==> config.mk <==
export PLATFORM = sky130hd
export DESIGN_NAME = fp32_sum_reducer_flat
export DESIGN_NICKNAME = d
export VERILOG_FILES = /design/src/rtl/fp32_sum_reducer_if.sv /design/src/rtl/fp32_sum_reducer.sv /design/src/flat_wrapper.sv
export SDC_FILE = /design/constraint.sdc
export NUM_CORES = 1
export LEC_CHECK = 0
export ABC_AREA = 1
export CAP_MARGIN = 20
export CORE_MARGIN = 2
export CORE_UTILIZATION = 56
export DETAILED_ROUTE_END_ITERATION = 8
export DONT_BUFFER_PORTS = 1
export PLACE_DENSITY = 0.71
export SLEW_MARGIN = 25
export SYNTH_ARGS = -nofsm -noshare
export SYNTH_HDL_FRONTEND = slang
export SYNTH_SLANG_ARGS = --single-unit
==> constraint.sdc <==
create_clock -name s_clk -period 4.23 [get_ports s_clk]
set_clock_uncertainty 0.05 [all_clocks]
set_input_delay 1.0575 -clock s_clk [delete_from_list [all_inputs] [get_ports s_clk]]
set_output_delay 1.0575 -clock s_clk [all_outputs]
set_load 0.02 [all_outputs]
==> src/rtl/fp32_sum_reducer_if.sv <==
// Bus bundle for fp32_sum_reducer: the element stream (valid/ready/last), the
// operand-pair issue port towards Adder_fp32, the adder result return port and
// the sum/status outputs.
//   slave  : the reducer's view (consumes elements and adder results, drives the rest)
//   master : the environment's view (element source, adder, sum sink)
interface fp32_sum_reducer_if;
  logic        i_data_valid;
  logic        i_data_ready;
  logic [31:0] i_data;
  logic        i_data_last;
  logic        o_add_valid;
  logic [31:0] o_add_data1;
  logic [31:0] o_add_data2;
  logic        i_add_valid;
  logic [31:0] i_add_data;
  logic        o_sum_valid;
  logic [31:0] o_sum;
  logic        o_busy;
  logic        o_err;

  modport slave (
    input  i_data_valid, i_data, i_data_last, i_add_valid, i_add_data,
    output i_data_ready, o_add_valid, o_add_data1, o_add_data2,
           o_sum_valid, o_sum, o_busy, o_err
  );

  modport master (
    output i_data_valid, i_data, i_data_last, i_add_valid, i_add_data,
    input  i_data_ready, o_add_valid, o_add_data1, o_add_data2,
           o_sum_valid, o_sum, o_busy, o_err
  );
endinterface

==> src/rtl/fp32_sum_reducer.sv <==
// fp32_sum_reducer: sequencer in front of a fixed-latency fp32 adder that
// reduces one fp32 vector (valid/ready stream terminated by last) to its sum.
// Elements and returned partial sums are paired up and issued to the adder one
// pair per cycle; results come back into a small FIFO and are re-paired until a
// single value remains, which is presented as a one-cycle o_sum_valid pulse.
// Ports:
//   s_clk, s_rst : clock (rising edge), synchronous active-high reset
//   bus.i_data_* : element stream in (valid/ready/last)
//   bus.o_add_*  : operand pair out to the adder (no backpressure)
//   bus.i_add_*  : adder result in
//   bus.o_sum*   : vector sum pulse; o_busy while a vector is in progress
//   bus.o_err    : sticky flag for an adder result nobody was waiting for
module fp32_sum_reducer #(
  parameter int ADD_LATENCY = 4,
  parameter int FIFO_DEPTH  = 8
) (
  input  logic              s_clk,
  input  logic              s_rst,
  fp32_sum_reducer_if.slave bus
);

  localparam int PTR_W = (FIFO_DEPTH > 1) ? $clog2(FIFO_DEPTH) : 1;
  localparam int CNT_W = PTR_W + 1;
  localparam int OCC_W = CNT_W + 1;
  localparam int GRD_W = ($clog2(ADD_LATENCY + 1) > 0) ? $clog2(ADD_LATENCY + 1) : 1;

  typedef enum logic {ST_ACCUM, ST_DRAIN} state_t;

  state_t             state_q, state_d;
  logic               h_full_q, h_full_d;
  logic [31:0]        h_data_q, h_data_d;
  logic [31:0]        fifo_mem_q [FIFO_DEPTH];
  logic [PTR_W-1:0]   wr_ptr_q, wr_ptr_d;
  logic [PTR_W-1:0]   rd_ptr_q, rd_ptr_d;
  logic [CNT_W-1:0]   p_count_q, p_count_d;
  logic [CNT_W-1:0]   inflight_q, inflight_d;
  logic [GRD_W-1:0]   guard_q, guard_d;
  logic               add_valid_q, add_valid_d;
  logic [31:0]        add_data1_q, add_data1_d;
  logic [31:0]        add_data2_q, add_data2_d;
  logic               sum_valid_q, sum_valid_d;
  logic [31:0]        sum_q, sum_d;
  logic               busy_q, busy_d;
  logic               err_q, err_d;

  logic               p_nonempty;
  logic [31:0]        p_head;
  logic [OCC_W-1:0]   occupancy;
  logic               ready;
  logic               take_x;
  logic               res_take;
  logic               res_bad;
  logic               issue;
  logic               pop;

  // Occupancy counts FIFO entries plus results still in the adder: every
  // outstanding result is guaranteed a FIFO slot, so the FIFO never overflows.
  assign p_nonempty = (p_count_q != '0);
  assign p_head     = fifo_mem_q[rd_ptr_q];
  assign occupancy  = {1'b0, p_count_q} + {1'b0, inflight_q};
  assign ready      = (state_q == ST_ACCUM) && !(h_full_q && p_nonempty) &&
                      (occupancy < OCC_W'(FIFO_DEPTH));
  assign take_x     = bus.i_data_valid && ready;
  assign res_take   = bus.i_add_valid && (inflight_q != '0);
  // Unclaimed results inside the post-reset window belong to ops issued
  // before reset and are discarded without flagging.
  assign res_bad    = bus.i_add_valid && (inflight_q == '0) && (guard_q == '0);

  always_comb begin
    state_d     = state_q;
    h_full_d    = h_full_q;
    h_data_d    = h_data_q;
    add_valid_d = 1'b0;
    add_data1_d = add_data1_q;
    add_data2_d = add_data2_q;
    sum_valid_d = 1'b0;
    sum_d       = sum_q;
    busy_d      = busy_q;
    err_d       = err_q | res_bad;
    issue       = 1'b0;
    pop         = 1'b0;

    // Pairing priority: partial sums are consumed before new elements so the
    // FIFO drains; in DRAIN take_x is always 0, leaving only the H/P pairings.
    if (h_full_q && p_nonempty) begin
      issue       = 1'b1;
      add_data1_d = h_data_q;
      add_data2_d = p_head;
      pop         = 1'b1;
      h_full_d    = 1'b0;
    end else if (h_full_q && take_x) begin
      issue       = 1'b1;
      add_data1_d = h_data_q;
      add_data2_d = bus.i_data;
      h_full_d    = 1'b0;
    end else if (p_nonempty && take_x) begin
      issue       = 1'b1;
      add_data1_d = p_head;
      add_data2_d = bus.i_data;
      pop         = 1'b1;
    end else if (p_nonempty) begin
      h_data_d    = p_head;
      h_full_d    = 1'b1;
      pop         = 1'b1;
    end else if (!h_full_q && take_x) begin
      h_data_d    = bus.i_data;
      h_full_d    = 1'b1;
    end else if ((state_q == ST_DRAIN) && h_full_q && (inflight_q == '0)) begin
      // Only one value left and nothing in the adder: that value is the sum.
      sum_d       = h_data_q;
      sum_valid_d = 1'b1;
      h_full_d    = 1'b0;
      busy_d      = 1'b0;
      state_d     = ST_ACCUM;
    end

    add_valid_d = issue;
    if (take_x) begin
      busy_d = 1'b1;
      if (bus.i_data_last) state_d = ST_DRAIN;
    end
  end

  assign inflight_d = inflight_q + CNT_W'(issue) - CNT_W'(res_take);
  assign p_count_d  = p_count_q + CNT_W'(res_take) - CNT_W'(pop);
  assign wr_ptr_d   = res_take ? wr_ptr_q + PTR_W'(1) : wr_ptr_q;
  assign rd_ptr_d   = pop ? rd_ptr_q + PTR_W'(1) : rd_ptr_q;
  assign guard_d    = (guard_q != '0) ? guard_q - GRD_W'(1) : guard_q;

  always_ff @(posedge s_clk) begin
    if (s_rst) begin
      state_q     <= ST_ACCUM;
      h_full_q    <= 1'b0;
      wr_ptr_q    <= '0;
      rd_ptr_q    <= '0;
      p_count_q   <= '0;
      inflight_q  <= '0;
      guard_q     <= GRD_W'(ADD_LATENCY);
      add_valid_q <= 1'b0;
      add_data1_q <= '0;
      add_data2_q <= '0;
      sum_valid_q <= 1'b0;
      sum_q       <= '0;
      busy_q      <= 1'b0;
      err_q       <= 1'b0;
    end else begin
      state_q     <= state_d;
      h_full_q    <= h_full_d;
      wr_ptr_q    <= wr_ptr_d;
      rd_ptr_q    <= rd_ptr_d;
      p_count_q   <= p_count_d;
      inflight_q  <= inflight_d;
      guard_q     <= guard_d;
      add_valid_q <= add_valid_d;
      add_data1_q <= add_data1_d;
      add_data2_q <= add_data2_d;
      sum_valid_q <= sum_valid_d;
      sum_q       <= sum_d;
      busy_q      <= busy_d;
      err_q       <= err_d;
    end
  end

  // Data storage carries no reset; validity is tracked by h_full_q / p_count_q.
  always_ff @(posedge s_clk) begin
    h_data_q <= h_data_d;
    if (res_take) fifo_mem_q[wr_ptr_q] <= bus.i_add_data;
  end

  assign bus.i_data_ready = ready;
  assign bus.o_add_valid  = add_valid_q;
  assign bus.o_add_data1  = add_data1_q;
  assign bus.o_add_data2  = add_data2_q;
  assign bus.o_sum_valid  = sum_valid_q;
  assign bus.o_sum        = sum_q;
  assign bus.o_busy       = busy_q;
  assign bus.o_err        = err_q;

endmodule

==> src/flat_wrapper.sv <==
// flat-port wrapper written by rule: the top's interface ports become plain ports
module fp32_sum_reducer_flat 
#(
  parameter int ADD_LATENCY = 4,
  parameter int FIFO_DEPTH  = 8
)
  (s_clk, s_rst, bus_i_data_valid, bus_i_data, bus_i_data_last, bus_i_add_valid, bus_i_add_data, bus_i_data_ready, bus_o_add_valid, bus_o_add_data1, bus_o_add_data2, bus_o_sum_valid, bus_o_sum, bus_o_busy, bus_o_err);
  fp32_sum_reducer_if bus_i ();
  input  logic s_clk;
  input  logic s_rst;
  input wire logic [$bits(bus_i.i_data_valid)-1:0] bus_i_data_valid;
  input wire logic [$bits(bus_i.i_data)-1:0] bus_i_data;
  input wire logic [$bits(bus_i.i_data_last)-1:0] bus_i_data_last;
  input wire logic [$bits(bus_i.i_add_valid)-1:0] bus_i_add_valid;
  input wire logic [$bits(bus_i.i_add_data)-1:0] bus_i_add_data;
  output wire logic [$bits(bus_i.i_data_ready)-1:0] bus_i_data_ready;
  output wire logic [$bits(bus_i.o_add_valid)-1:0] bus_o_add_valid;
  output wire logic [$bits(bus_i.o_add_data1)-1:0] bus_o_add_data1;
  output wire logic [$bits(bus_i.o_add_data2)-1:0] bus_o_add_data2;
  output wire logic [$bits(bus_i.o_sum_valid)-1:0] bus_o_sum_valid;
  output wire logic [$bits(bus_i.o_sum)-1:0] bus_o_sum;
  output wire logic [$bits(bus_i.o_busy)-1:0] bus_o_busy;
  output wire logic [$bits(bus_i.o_err)-1:0] bus_o_err;
  assign bus_i.i_data_valid = bus_i_data_valid;
  assign bus_i.i_data = bus_i_data;
  assign bus_i.i_data_last = bus_i_data_last;
  assign bus_i.i_add_valid = bus_i_add_valid;
  assign bus_i.i_add_data = bus_i_add_data;
  assign bus_i_data_ready = bus_i.i_data_ready;
  assign bus_o_add_valid = bus_i.o_add_valid;
  assign bus_o_add_data1 = bus_i.o_add_data1;
  assign bus_o_add_data2 = bus_i.o_add_data2;
  assign bus_o_sum_valid = bus_i.o_sum_valid;
  assign bus_o_sum = bus_i.o_sum;
  assign bus_o_busy = bus_i.o_busy;
  assign bus_o_err = bus_i.o_err;
  fp32_sum_reducer #(.ADD_LATENCY(ADD_LATENCY), .FIFO_DEPTH(FIFO_DEPTH)) u_core (.s_clk(s_clk), .s_rst(s_rst), .bus(bus_i));
endmodule
# Yosys cells after proc, flatten, opt, wreduce, memory -nomap -nowiden
# Memories as Yosys holds them, arrays and structs flattened. A register that Yosys moved wholly into a read port is not among the register bits.
# Cells that the tools add are included.
[totals]
n_memories = 1
regBits = 151
word_cells = 103
input_bits = 69
output_inout_bits = 101
ramBits = 256
[memory_table]
columns = ["name", "words", "word_bits", "read_ports", "rd_clocked_by_memory_dff", "write_ports", "line", "text"]
rows = [
  ["u_core.fifo_mem_q", 8, 32, 1, 1, 1, "fp32_sum_reducer.sv:32", "logic [31:0] fifo_mem_q [FIFO_DEPTH];"],
]
[classes]
n_reduce_logical = 29
mux = 37
magnitude_cmp = 1
n_addsub = 8
bitwise_logic = 7
eq_ne = 5
[ops]
columns = ["operator", "count"]
rows = [
  ["2-to-1 mux 32 bit", 8],
  ["2-to-1 mux 1 bit", 27],
  ["logical AND 1 bit", 12],
  ["AND reduction 6 bit", 2],
  ["nonzero test 3 bit", 3],
  ["adder 4 x 1 -> 4 bit", 2],
  ["!= test 2 x 1 -> 1 bit (second input constant)", 4],
  ["nonzero test 4 bit", 2],
  ["subtractor 4 x 1 -> 4 bit", 2],
  ["adder 3 x 1 -> 3 bit (second input constant)", 2],
  ["2-to-1 mux 3 bit", 2],
  ["NOT 1 bit", 6],
  ["OR reduction 6 bit", 1],
  ["adder 4 x 4 -> 5 bit", 1],
  ["< comparator 5 x 4 -> 1 bit (second input constant)", 1],
  ["logical NOT 4 bit", 1],
  ["AND reduction 4 bit", 1],
  ["nonzero test 2 bit", 2],
  ["logical NOT 3 bit", 1],
  ["OR reduction 3 bit", 1],
  ["subtractor 3 x 1 -> 3 bit (second input constant)", 1],
  ["logical NOT 1 bit", 2],
  ["!= test 2 bit (second input constant)", 1],
  ["AND reduction 2 bit", 1],
  ["bitwise OR 1 bit", 1],
]

# Logic depth before layout (Yosys ltp)
[depth]
word_depth = 14
mapped_depth = 13
mapped_depth_nobuf = 12

# Worst setup path before layout
# No wires, ideal clock.
[synth_path]
path_kind = "input to register"
start = "in bus_i_data_valid"
end = "reg u_core.h_data_q[0], enable pin"
setup_time_ps = 421
arrival_ps = 2861
path_buffers = 1
slack_ps = 898
path_stages = 4
t_required_ps = 3759
path_cell_list = "nand4_2 > nand3_2 > buf_2 > nor2_1"
[synth_via]
elab_chain_cells = 4
word_cells_on_any_way = 8
cone_classes = "2 x bitwise; 6 x reduce/logical"
[synth_lines]
columns = ["element", "line", "text"]
rows = [
  ["from (decl)", "flat_wrapper.sv:11", "input wire logic [$bits(bus_i.i_data_valid)-1:0] bus_i_data_valid;"],
  ["logical AND 1 bit *", "fp32_sum_reducer.sv:63", "assign take_x = bus.i_data_valid && ready;"],
  ["logical AND 1 bit, on equally long branches", "fp32_sum_reducer.sv:105, fp32_sum_reducer.sv:91, fp32_sum_reducer.sv:96", ""],
  ["nonzero test 2 bit (no source line) or NOT 1 bit (tied branches)", "n/a", ""],
  ["AND reduction 4 bit (no source line) *", "n/a", ""],
  ["to (signal assigned)", "fp32_sum_reducer.sv:166", "h_data_q <= h_data_d;"],
  ["to (decl)", "fp32_sum_reducer.sv:31", "logic [31:0] h_data_q, h_data_d;"],
]
# Every way passes the cells marked *; elsewhere a longest branch is shown, timed or not.
# A chain may end at the register's enable or synchronous reset.

# Final worst setup path
[layout_path]
start = "reg u_core.p_count_q[2]"
end = "out bus_i_data_ready"
[layout_via]
elab_chain_cells = 5
word_cells_on_any_way = 7
cone_classes = "1 x add/sub; 1 x order compare; 5 x reduce/logical"
[layout_lines]
columns = ["element", "line", "text"]
rows = [
  ["from (decl)", "fp32_sum_reducer.sv:35", "logic [CNT_W-1:0] p_count_q, p_count_d;"],
  ["from (signal assigned)", "fp32_sum_reducer.sv:151", "p_count_q <= p_count_d;"],
  ["branches (longest 4 deep; another with adder 4 x 4 -> 5 bit)", "n/a", ""],
  ["logical AND 1 bit *", "fp32_sum_reducer.sv:61", "assign ready = (state_q == ST_ACCUM) && !(h_full_q && p_nonempty) &&"],
  ["to (decl)", "flat_wrapper.sv:16", "output wire logic [$bits(bus_i.i_data_ready)-1:0] bus_i_data_ready;"],
]
# Mark *: on every way between the ends.

==> out/qor.yml <==
die:
  die_width_um: 178
  fp.coreArea_mm2: 0.0297
  die_y_um: 178
  die-area_mm2: 0.0317
  ios: 170
  start_util_pct: 57.0
  rows: 63
timing:
  setup_violations: 0
  finalHoldViolCount: 0
  finalMaxSlewViolations: 0
  finalWorstPathRequiredPeriod_ns: 2.90
  worstMarginPinSlew_ns: 0.950
  relSlewSlack_pct: 36.6
  setup_tns_ns: 0
  finalCritPeriodShare_pct: 68.5
  rsz0062_at_grt: "false"
  fmaxAchievable_mhz: 345
layout:
  final_core_util_pct: 62.5
  final_common_cell: "nand2_1"
  stdcell_area_mm2: 0.0186
  diodes: 0
  nets: 1829
  final_cell_mix: "437 x nand2_1, 371 x nor2_1, 288 x edfxtp_1, 215 x o21ai_0, 121 x dfxtp_1"
  final_cells: 2164
  drive_above_1_share_pct: 6.09
  synthToLayoutAreaGrowth_pct: 9.60
route:
  post_drt_wl_per_cell_um: 17.9
  viasPerCell: 5.37
  num_vias: 11600
  routed_wl_um: 38800
  firstDrtPassIters: 5
  drc: 0
  first_iter_violations: 950
  final_antenna_net_count: 0
place:
  dp_hpwl_um: 23200
  io_buffers: 0
  place_inst: 2087
  dpl-instance-area_mm2: 0.0172
  gp_congestion: 0.855
synthesis:
  syn_avg_cell_area_um2: 9.55
  synth.distinct_cells: 30
  synth.largest_area_cell: "edfxtp_1"
  synth_top_area_share_pct: 51.0
  netlist_instances: 1775
  yosysSeqAreaShare_pct: 65.4
  synth_seq_cells: 410
  ys_warn_count: 0
  syn_area_mm2: 0.0170
  syn_nets: 1863
  synthTopCellsByArea: "edfxtp_1 51%, dfxtp_1 14%, nand2_1 9.7%, nor2_1 8.5%, o21ai_0 6.3%"
clock_tree:
  postCtsHoldBufs: 0
  cts_setup_buffers: 0
  cts_resized: 0
  cts_tree: "done"
  cts_htree_levels: 2
  cts_buffers: 42
  clk_pin_slew_worst_paths_ns: 0.06
  worstSkewPairLatency_ns: 0.53
  cts.sinks: 410
  cts_root_buf: "clkbuf_16"
  cts_buffer_depth: 3
power:
  powerDensity_mw_per_mm2: 758
  p_switching_mw: 5.46
  power_mw: 14.1
  clockPowerShare_pct: 25.4
  intPower_mw: 8.63
  ir_worst_vdd_mv: 0.494
  swShare_pct: 38.7
  leakage_nw: 7.36
  power.share.sequential_pct: 41.7
  share_comb_of_total_power_pct: 33.0
worst_setup_path:
  rr_worst_depth: 10
  crit_required_ns: 3.12
  cp.arrival_ns: 1.79
  end_kind: "output port"
  startpoint_type: "register"
  critical_path_class: "register to output port"
  crit_path_max_fanout: 16
global_route:
  antenna_found_initial: 0
  grt_pass1_wl_um: 59400
  grt_pass1_vias: 10900
  track_usage_pct: 24.2
  overflow: 0
  grt_max_degree: 77
outcome:
  status: "completed"
min_path:
  min_delay_path_depth: 2
  holdCritPathClass: "register to register"
flow_run:
  cap_violations: 0
-- critical path: stages, from the launching register on --
cell	delay, ns
dfxtp_1	0.31
inv_1	0.08
ha_1	0.16
nand2_2	0.20
a21oi_4	0.23
nand2_1	0.09
inv_1	0.18
-- flip-flops by register name (all words and copies together), names as in the netlist, named ones only --
| name | cells |
|---|---|
| u_core.inflight_q | 4 |
| u_core.bus.o_add_data2 | 32 |
| u_core.rd_ptr_q | 3 |
| u_core.fifo_mem_q | 256 |
| u_core.guard_q | 3 |
| u_core.bus.o_add_valid | 1 |
| u_core.h_full_q | 1 |
| u_core.wr_ptr_q | 3 |
| u_core.bus.o_sum_valid | 1 |
| u_core.bus.o_add_data1 | 32 |
| u_core.p_count_q | 4 |
| u_core.state_q | 1 |
| u_core.h_data_q | 32 |
| u_core.bus.o_err | 1 |
| u_core.bus.o_sum | 32 |
| u_core.bus.o_busy | 1 |
-- metal layers --
metal | track usage (%) | up-vias | wire length (um)
li1 | - | 5755 | -
met1 | 32.7 | 5407 | 16600
met2 | 39.3 | 406 | 17700
met3 | 6.05 | 50 | 3580
met4 | 6.86 | 0 | 898
met5 | 0 | - | 0
-- power groups by stage --
stage | Clock, mW | Combinational [mW] | Sequential (mW)
floorplan | 0 | 3.60 | 5.73
global placement | 0 | 4.49 | 5.94
detailed placement | 0 | 4.59 | 5.95
CTS | 3.63 | 4.63 | 5.87
global route | 3.80 | 5.31 | 5.94
finish | 3.57 | 4.64 | 5.87
-- synth_stat cells --
master,instances
nand3_2,1
clkbuf_2,1
buf_1,9
xnor2_1,3
a21o_1,2
dfxtp_1,122
and3_1,1
nor3_1,2
nand4_2,2
nor2_1,382
o21ai_1,30
nand2_2,3
fa_1,2
nand3_1,45
clkbuf_1,49
nand2_1,437
a21oi_1,15
buf_6,2
a31oi_1,1
buf_4,3
inv_2,3
o21ai_0,215
nand4_1,1
edfxtp_1,288
or2_2,4
inv_1,93
a21oi_4,1
ha_1,17
o211ai_1,4
buf_2,37
-- final cells by class --
cell class	count	area [um^2]
inverters	96	360
well taps	390	488
fillers	2443	11100
clock buffers	58	1210
flip-flops and latches	410	11100
multi-input cells	1168	5080
clock inverters	19	140
repair buffers	23	210
-- per-stage QoR --
stage / setup slack, ns / hold slack, ns
after floorplan: 0.898 / 0.372
after global placement: 1.51 / 0.391
after detailed placement: 1.37 / 0.395
after CTS: 1.34 / 0.405
after global routing: 1.05 / 0.432
final: 1.33 / 0.410
-- kinds of logic (layout without fill, tap and decap cells) --
kind of cell,after synthesis,after routing,share of synthesized area [%]
xor gates and xnor gates,3,3,0.155
DFF,410,410,65.4
adders and majority gates,19,19,1.49
buffers and inverters,197,196,4.80
AOI/OAI and AO/OA,268,268,8.07
and+or+nand+nor,878,878,20.1
-- path summary, 6_finish.rpt --
kind                                          start                   end  slack, ns
worst max register to register  u_core.p_count_q[2]  u_core.bus.o_sum[17]       1.34
worst min register to register  u_core.h_data_q[15]  u_core.bus.o_sum[15]       0.41
worst max-delay path            u_core.p_count_q[2]      bus_i_data_ready       1.33
worst min-delay path            u_core.h_data_q[15]  u_core.bus.o_sum[15]       0.41
Note: power is estimated with default switching activity, not from simulation.
==> RTL change, RTL diff (config.mk and constraints unchanged) <==
`ADD_LATENCY` is set to 4 in 2 places; all go to 8.
--- a/src/rtl/fp32_sum_reducer.sv
+++ b/src/rtl/fp32_sum_reducer.sv
@@ -12,5 +12,5 @@
 //   bus.o_err    : sticky flag for an adder result nobody was waiting for
 module fp32_sum_reducer #(
-  parameter int ADD_LATENCY = 4,
+  parameter int ADD_LATENCY = 8,
   parameter int FIFO_DEPTH  = 8
 ) (
--- a/src/flat_wrapper.sv
+++ b/src/flat_wrapper.sv
@@ -2,5 +2,5 @@
 module fp32_sum_reducer_flat 
 #(
-  parameter int ADD_LATENCY = 4,
+  parameter int ADD_LATENCY = 8,
   parameter int FIFO_DEPTH  = 8
 )
Function: same outputs for any inputs over 4 cycles, from zero or initial values and one cycle with s_rst high; that may be too few to reach the edited logic, so the function may still have changed.
==> RTL change against the unedited design <==
Worst setup slack lost 300 ps; largest cell class unchanged; synthesized cell count rose by 0.68%; worst hold slack better by 6.6 ps; sequential power is 2% higher; area after synthesis grew 0.49%; total power up 1.3%; cell area up 0.85%; critical path depth up 1; sequential cell count rose by 1; count of clock-buffer cells in the layout is 1 higher; routed wire length is 0.19% higher.
==> RTL change: results (changes against the unedited design) <==
* Share of power burned in registers at 41.8% (was 41.7%)
* HPWL Detailed at 24400 um (was 23200 um)
* Slowest CP cell: nand3_2 (was dfxtp_1)
* Total GRT Usage at 24.6% (was 24.2%)
* Post-synth top area share at 50.8% (was 51.0%)
* Post-synthesis adder-cell area fraction at 1.41% (was 1.49%)
* Syn nets at 1874 (was 1863)
* Place WS at 1040 ps (was 1370 ps)
* DR pass1 iterations at 5 (unchanged)
* Pint at 8.78 mW (was 8.63 mW)
* Cell Count, Final, Fillers Out at 2175 (was 2164)
* Top cells by area, synth: edfxtp_1 (51%), dfxtp_1 (14%), nand2_1 (9.7%) (unchanged)
* Top post-synthesis cells by count: nand2_1 (440), nor2_1 (401), edfxtp_1 (288) (was nand2_1 (437), nor2_1 (382), edfxtp_1 (288))
* Largest fanout on the critical path at 42 (was 16)
* LEAKAGE at 7.45 nW (was 7.36 nW)
* First-pass GRT wire length at 60500 um (was 59400 um)
* Compound-Gate Fraction of Synth Area at 7.59% (was 8.07%)
* Fill cell count at 2380 (was 2443)
* Worst r2r src: u_core.p_count_q[1] (was u_core.p_count_q[2])
* PD cells at 761 mW/mm^2 (was 758 mW/mm^2)
* GRT met1 Usage at 34.2% (was 32.7%)
* Initial drt markers at 1189 (was 950)
* WL met2 at 17600 um (was 17700 um)
* Vias per cell at 5.44 (was 5.37)
* Wire length on met1 at 16700 um (was 16600 um)
* Routability cong. at 0.848 (was 0.855)
* Largest net degree at the start of global routing at 75 (was 77)
* Synth Area in XOR/XNOR at 0.206% (was 0.155%)
* Register area share after synthesis at 65.2% (was 65.4%)
* Post-synthesis cell count at 1787 (was 1775)
* Peak VDD IR at 405 uV (was 494 uV)
* Status: completed (unchanged)
* Post-synth cell types at 29 (was 30)
* Worst Hold Launch: u_core.h_data_q[0] (was u_core.h_data_q[15])
* Share of cells above drive strength 1 at 6.22% (was 6.09%)
* Placed Cells at 2099 (was 2087)
* Delay of the slowest critical-path stage at 600 ps (was 310 ps)
* Met2 GRT Util at 39.0% (was 39.3%)
* Vias in the first global route at 11072 (was 10939)
* Power Clock at 3.74 mW (was 3.57 mW)
[RTL change: per-stage QoR]
stage | instance area [um^2] | utilization [%]
after global placement | 17300 | 58.0
after floorplan | 17000 | -
final | 18700 | 62.9
after detailed placement | 17300 | 58.0
after CTS | 18700 | 62.7
after global routing | 18700 | 62.9
[RTL change: path summary, 6_finish.rpt]
path	endpoint	slack [ps]	cells past startpoint
setup / recovery	u_core.h_data_q[8]	1030	7
hold / removal	u_core.bus.o_sum[0]	420	2
setup reg to reg	u_core.h_data_q[8]	1030	7
hold reg to reg	u_core.bus.o_sum[0]	420	2
[RTL change: cell type report]
cell class	instances	area, um^2	area share, %
Sequential cell	411	11100	59.3
Timing Repair Buffer	24	245	1.31
Clock buffer	59	1230	6.58
Clock inverter	15	169	0.901
Multi-Input combinational cell	1175	5110	27.3
Tap cell	390	488	2.60
Inverter	101	379	2.02
[RTL change: worst reg2reg max path: cells and delay by family, from the launching register on]
family        cells  cell delay (ps)
flops             1              390
simple gates      5             1720
buf+inv           2              680
